### src/rtl/unidade_multdiv_pkg.sv
// unidade_multdiv_pkg: funct codes and FSM state encoding for the multiply/divide unit
package unidade_multdiv_pkg;
  localparam logic [5:0] FN_MULT  = 6'b011000;
  localparam logic [5:0] FN_MULTU = 6'b011001;
  localparam logic [5:0] FN_DIV   = 6'b011010;
  localparam logic [5:0] FN_DIVU  = 6'b011011;
  localparam logic [5:0] FN_MTHI  = 6'b010001;
  localparam logic [5:0] FN_MTLO  = 6'b010011;
  typedef enum logic [1:0] {ST_IDLE, ST_RUN, ST_FIX} state_t;
endpackage

### src/rtl/unidade_multdiv_passo.sv
// multdiv_passo: one shift-add multiply step or one restoring-divide step on a 2*WIDTH accumulator
module multdiv_passo #(
  parameter int WIDTH = 32
) (
  input  logic                 i_div,
  input  logic [2*WIDTH-1:0]   i_acc,
  input  logic [WIDTH-1:0]     i_opnd,
  output logic [2*WIDTH-1:0]   o_acc
);
  logic [WIDTH:0] w_sum, w_diff;
  // divide keeps {remainder, dividend/quotient}; borrow out of the W+1-bit subtract means restore
  always_comb begin
    w_sum  = {1'b0, i_acc[2*WIDTH-1:WIDTH]} + (i_acc[0] ? {1'b0, i_opnd} : '0);
    w_diff = i_acc[2*WIDTH-1:WIDTH-1] - {1'b0, i_opnd};
    o_acc  = !i_div ? {w_sum, i_acc[WIDTH-1:1]} :
             w_diff[WIDTH] ? {i_acc[2*WIDTH-2:0], 1'b0} :
             {w_diff[WIDTH-1:0], i_acc[WIDTH-2:0], 1'b1};
  end
endmodule

### src/rtl/unidade_multdiv.sv
// unidade_multdiv: iterative MULT/MULTU/DIV/DIVU unit with HI/LO registers and MTHI/MTLO
module unidade_multdiv
  import unidade_multdiv_pkg::*;
#(
  parameter int WIDTH = 32
) (
  input  logic             clk,
  input  logic             reset,
  input  logic             start,
  input  logic [5:0]       funct,
  input  logic [WIDTH-1:0] a,
  input  logic [WIDTH-1:0] b,
  output logic             busy,
  output logic             done,
  output logic [WIDTH-1:0] hi,
  output logic [WIDTH-1:0] lo
);
  localparam int CW = $clog2(WIDTH);
  state_t             r_state, w_next;
  logic [CW-1:0]      r_cnt;
  logic [2*WIDTH-1:0] r_acc, w_step, w_prod;
  logic [WIDTH-1:0]   r_opnd, r_hi, r_lo, w_abs_a, w_abs_b, w_q, w_r;
  logic               r_op, r_neg_lo, r_neg_hi, r_done;
  logic               w_mult, w_div, w_go, w_sgn, w_last;
  multdiv_passo #(.WIDTH(WIDTH)) u_passo (
    .i_div (r_op),
    .i_acc (r_acc),
    .i_opnd(r_opnd),
    .o_acc (w_step)
  );
  always_comb begin
    w_mult  = start && (funct == FN_MULT || funct == FN_MULTU);
    w_div   = start && (funct == FN_DIV || funct == FN_DIVU);
    w_go    = w_mult || (w_div && |b);
    w_sgn   = !funct[0];
    w_abs_a = (w_sgn && a[WIDTH-1]) ? -a : a;
    w_abs_b = (w_sgn && b[WIDTH-1]) ? -b : b;
    w_last  = r_cnt == CW'(WIDTH-1);
    w_prod  = r_neg_lo ? -r_acc : r_acc;
    w_q     = r_neg_lo ? -r_acc[WIDTH-1:0] : r_acc[WIDTH-1:0];
    w_r     = r_neg_hi ? -r_acc[2*WIDTH-1:WIDTH] : r_acc[2*WIDTH-1:WIDTH];
  end
  always_ff @(posedge clk)
    if (reset) r_state <= ST_IDLE;
    else r_state <= w_next;
  always_comb
    w_next = r_state == ST_IDLE ? (w_go ? ST_RUN : ST_IDLE) :
             r_state == ST_RUN ? (w_last ? ST_FIX : ST_RUN) : ST_IDLE;
  always_comb begin
    busy = r_state != ST_IDLE;
    done = r_done;
    hi   = r_hi;
    lo   = r_lo;
  end
  always_ff @(posedge clk) begin
    if (reset) begin
      r_cnt    <= '0;
      r_acc    <= '0;
      r_opnd   <= '0;
      r_op     <= 1'b0;
      r_neg_lo <= 1'b0;
      r_neg_hi <= 1'b0;
      r_hi     <= '0;
      r_lo     <= '0;
      r_done   <= 1'b0;
    end else begin
      r_done <= 1'b0;
      if (r_state == ST_IDLE) begin
        if (w_go) begin
          r_cnt    <= '0;
          r_op     <= w_div;
          r_acc    <= {{WIDTH{1'b0}}, w_div ? w_abs_a : w_abs_b};
          r_opnd   <= w_div ? w_abs_b : w_abs_a;
          r_neg_lo <= w_sgn && (a[WIDTH-1] ^ b[WIDTH-1]);
          r_neg_hi <= w_sgn && (w_div ? a[WIDTH-1] : a[WIDTH-1] ^ b[WIDTH-1]);
        end else if (w_div) begin
          r_hi   <= a;
          r_lo   <= '1;
          r_done <= 1'b1;
        end else if (start && funct == FN_MTHI) r_hi <= a;
        else if (start && funct == FN_MTLO) r_lo <= a;
      end else if (r_state == ST_RUN) begin
        r_acc <= w_step;
        r_cnt <= r_cnt + 1'b1;
      end else begin
        r_hi   <= r_op ? w_r : w_prod[2*WIDTH-1:WIDTH];
        r_lo   <= r_op ? w_q : w_prod[WIDTH-1:0];
        r_done <= 1'b1;
      end
    end
  end
endmodule

### config.mk
export PLATFORM = sky130hd
export DESIGN_NAME = unidade_multdiv
export DESIGN_NICKNAME = d
export VERILOG_FILES = /design/src/rtl/unidade_multdiv_pkg.sv /design/src/rtl/unidade_multdiv_passo.sv /design/src/rtl/unidade_multdiv.sv
export SDC_FILE = /design/constraint.sdc
export NUM_CORES = 1
export LEC_CHECK = 0
export BUFFER_PORTS_ARGS = -buffer_cell sky130_fd_sc_hd__buf_2
export CAP_MARGIN = 20
export CORE_ASPECT_RATIO = 0.6
export CORE_UTILIZATION = 40
export CTS_BUF_LIST = sky130_fd_sc_hd__clkbuf_4 sky130_fd_sc_hd__clkbuf_8 sky130_fd_sc_hd__clkbuf_16
export DETAILED_ROUTE_END_ITERATION = 8
export GPL_TIMING_DRIVEN = 0
export SLEW_MARGIN = 40
export SYNTH_ARGS = -nofsm -noshare
export SYNTH_HDL_FRONTEND = slang
export SYNTH_SLANG_ARGS = --single-unit
### constraint.sdc
create_clock -name clk -period 8.98 [get_ports clk]
set_clock_uncertainty 0.1 [all_clocks]
set_input_delay 1.347 -clock clk [delete_from_list [all_inputs] [get_ports clk]]
set_output_delay 1.347 -clock clk [all_outputs]
set_load 0.01 [all_outputs]
==> flow_metrics.py <==
metrics = {
    "route": {
        "drt-pass1-iter-count": 6,
        "drcViolationCount": 0,
        "post_drt_wl_per_cell_um": 26.87,
        "wl_um": 72880,
        "vias_per_cell": 6.462,
        "antenna_left": 0,
        "drt-initial-drc-count": 2198,
        "via_count": 17530,
    },
    "timing": {
        "grt_setup_unrepaired": "false",
        "fin_crit_ns": 5.118,
        "fmax_mhz": 195.4,
        "relSlewSlack": 0.3722,
        "final_max_slew_viol_count": 0,
        "timing_hold_violations_final": 0,
        "tightest_slew_ns": 0.9418,
        "finalSetupViolations": 0,
        "fin_setup_tns_ns": 0,
        "fin_crit_sh": 0.5699,
    },
    "grt": {
        "grt_remaining_overflow": 0,
        "grt_pass1_vias": 15340,
        "antenna_found_initial": 3,
        "grt_max_degree": 19,
        "grt_usage": 0.3769,
        "grt_pass1_wl_um": 104200,
    },
    "synthesis": {
        "synth_area_mm2": 0.01485,
        "async_flop_share": 0,
        "netlist_top_cells_count": "275 x nand2_1, 220 x nor2_1, 205 x a21oi_1, 171 x dfxtp_1, 108 x clkbuf_1",
        "synth.distinct_cells": 82,
        "yosysTopAreaCell": "dfxtp_1",
        "syn_nets": 2210,
        "synth_area_leaders": "dfxtp_1 23%, nand2_1 7.0%, a21oi_1 6.9%",
        "synth.top_cell.area_share": 0.2305,
        "ys_warn_count": 0,
        "synth_ff_type": "dfxtp_1",
        "syn_avg_cell_area_um2": 7.191,
        "ys_seq_area_frac": 0.2305,
        "synthCells": 2065,
        "yosysMostFrequentCell": "nand2_1",
        "synth-edff-count": 0,
        "ys_ff_latch": 171,
    },
    "power": {
        "p_leak_nw": 6.589,
        "p_sw_mw": 0.7985,
        "p_per_area_mw_per_mm2": 126.4,
        "swShare": 0.3775,
        "ir_drop_mv": 0.1256,
        "p_clk_frac": 0.363,
        "total_power_mw": 2.115,
        "p_int_mw": 1.317,
        "pwr-share-seq": 0.375,
        "power_frac_comb": 0.261,
    },
    "status": {
        "status": "completed",
    },
    "placed_design": {
        "hpwlAfterDp_um": 59360,
        "gp_congestion": 1.058,
        "detailed_place.area_mm2": 0.01614,
        "port_buffers": 136,
    },
    "cts": {
        "htree_levels": 4,
        "cts_tree": "built",
        "ctsHoldBuffers": 0,
        "clk_path_buf_depth": 2,
        "cts_buffers": 17,
        "cts_resized": 0,
        "post-cts-setup-buffer-count": 0,
        "cts_sinks": 171,
        "root_buffer": "clkbuf_16",
        "clk_pin_slew_ns": 0.08,
        "clkLatencyLatePin_ns": 0.48,
    },
    "floorplan": {
        "rows": 54,
        "die_area_mm2": 0.03792,
        "start_util": 0.4078,
        "fp.coreArea_mm2": 0.03642,
        "io_pins": 139,
        "die_y_um": 151.2,
        "die_x_um": 250.7,
    },
    "finish": {
        "area_growth_pct": 12.66,
        "layout.nets": 2365,
        "drive_above_1_share": 0.1106,
        "fin_area_mm2": 0.01673,
    },
    "worst_setup_path": {
        "cp.arrival_ns": 5.41,
        "cp.required_ns": 9.28,
        "path_max_fanout": 10,
        "setup.worst_path.class": "reg -> reg",
        "crit_path_end_kind": "register",
        "crit_path_start_kind": "register",
    },
    "min_path": {
        "hold_class": "reg -> reg",
    },
    "run": {
        "maxCapViolCount": 0,
    },
}
[cell families after synthesis]
logic type                 synth area share
DFF                                  0.2305
AOI/OAI and AO/OA                    0.2809
adders and majority gates           0.06168
muxes                               0.03404
buffers and inverters               0.05805
and+or+nand+nor                      0.2393
xor gates and xnor gates            0.09547
[cell type report]
| cell class | count | area, um^2 |
|---|---|---|
| diodes | 3 | 7.507 |
| clock buffers | 17 | 425.4 |
| flip-flops and latches | 171 | 3423 |
| fillers | 3801 | 19690 |
| plain buffers | 140 | 600.6 |
| repair buffers | 136 | 680.7 |
| multi-input cells | 1682 | 10580 |
| well taps | 476 | 595.6 |
| inverters | 72 | 270.3 |
| clock inverters | 15 | 150.1 |
[stage by stage]
stage,std cells,setup slack [ns],hold slack (ns),util
floorplan,2065,5.144,0.3300,-
finish,2712,3.862,0.3559,0.4594
global placement,2677,4.139,0.3422,0.4428
detailed placement,2677,4.141,0.3443,0.4431
global route,2709,3.791,0.3735,0.4591
CTS,2709,4.125,0.3549,0.4589
[critical path, stage by stage, from the launching register on]
cell	delay, ns
dfxtp_1	0.34
clkbuf_1	0.59
inv_1	0.10
ha_1	0.26
fa_1	0.38
nand2b_1	0.21
a21oi_1	0.37
o21ai_1	0.30
a211oi_1	0.30
nor3_1	0.11
xnor2_2	0.63
buf_2	0.42
buf_2	0.39
a31oi_1	0.28
o21ai_0	0.22
[routing by layer]
metal / track usage / vias to the layer above / wire length, um
li1: - / 7833 / -
met1: 0.5740 / 8310 / 33940
met2: 0.4610 / 1280 / 25470
met3: 0.1662 / 98 / 12210
met4: 0.07577 / 4 / 1175
met5: 0.01688 / - / 92
[flip-flops by register name, indices dropped and copies added, names as in the netlist]
register	count
done	1
r_opnd	32
lo	32
hi	32
r_cnt	5
r_neg_lo	1
r_neg_hi	1
r_acc	64
r_op	1
r_state	2
[power groups by stage]
| stage | Combinational [mW] | Clock [mW] | Sequential [mW] |
|---|---|---|---|
| 6_report | 0.552 | 0.769 | 0.794 |
| 4_1_cts | 0.526 | 0.767 | 0.792 |
| 3_5_place_dp | 0.523 | 0 | 0.810 |
| 5_1_grt | 0.578 | 0.798 | 0.795 |
| 3_3_place_gp | 0.523 | 0 | 0.810 |
| 2_1_floorplan | 0.317 | 0 | 0.807 |
[worst paths after layout]
check	start	end	slack (ns)	cells after the start
worst max-delay path	r_acc[31]	r_acc[61]	3.86	14
worst min-delay path	r_opnd[21]	r_opnd[21]	0.36	2
worst max register to register	r_acc[31]	r_acc[61]	3.86	14
worst min register to register	r_opnd[21]	r_opnd[21]	0.36	2
[cell usage in the layout, fill, tap and decap left out, types with 7 or more instances in the layout]
cell type and n:
nor2b_1 15, a221oi_2 12, xnor2_1 77, nor4_1 13, nor3_1 67, o41ai_1 13
and2_1 7, a311oi_1 22, a22oi_1 14, o21ai_0 98, nand3_1 64, xor2_1 83
and3_1 11, a21oi_1 205, nor2_1 220, or4_1 21, clkbuf_16 17, o21bai_1 7
mux2i_1 46, buf_2 156, o21a_1 13, nand4_1 13, dfxtp_1 171, nand2b_1 10
or3_1 20, a211oi_1 29, o31ai_1 33, o211ai_1 24, a31oi_1 31, nand2_1 275
clkbuf_2 7, a21o_1 24, a221o_1 9, inv_1 72, ha_1 70, clkbuf_1 103
o221ai_1 21
Note: power is estimated with default switching activity, not from simulation.
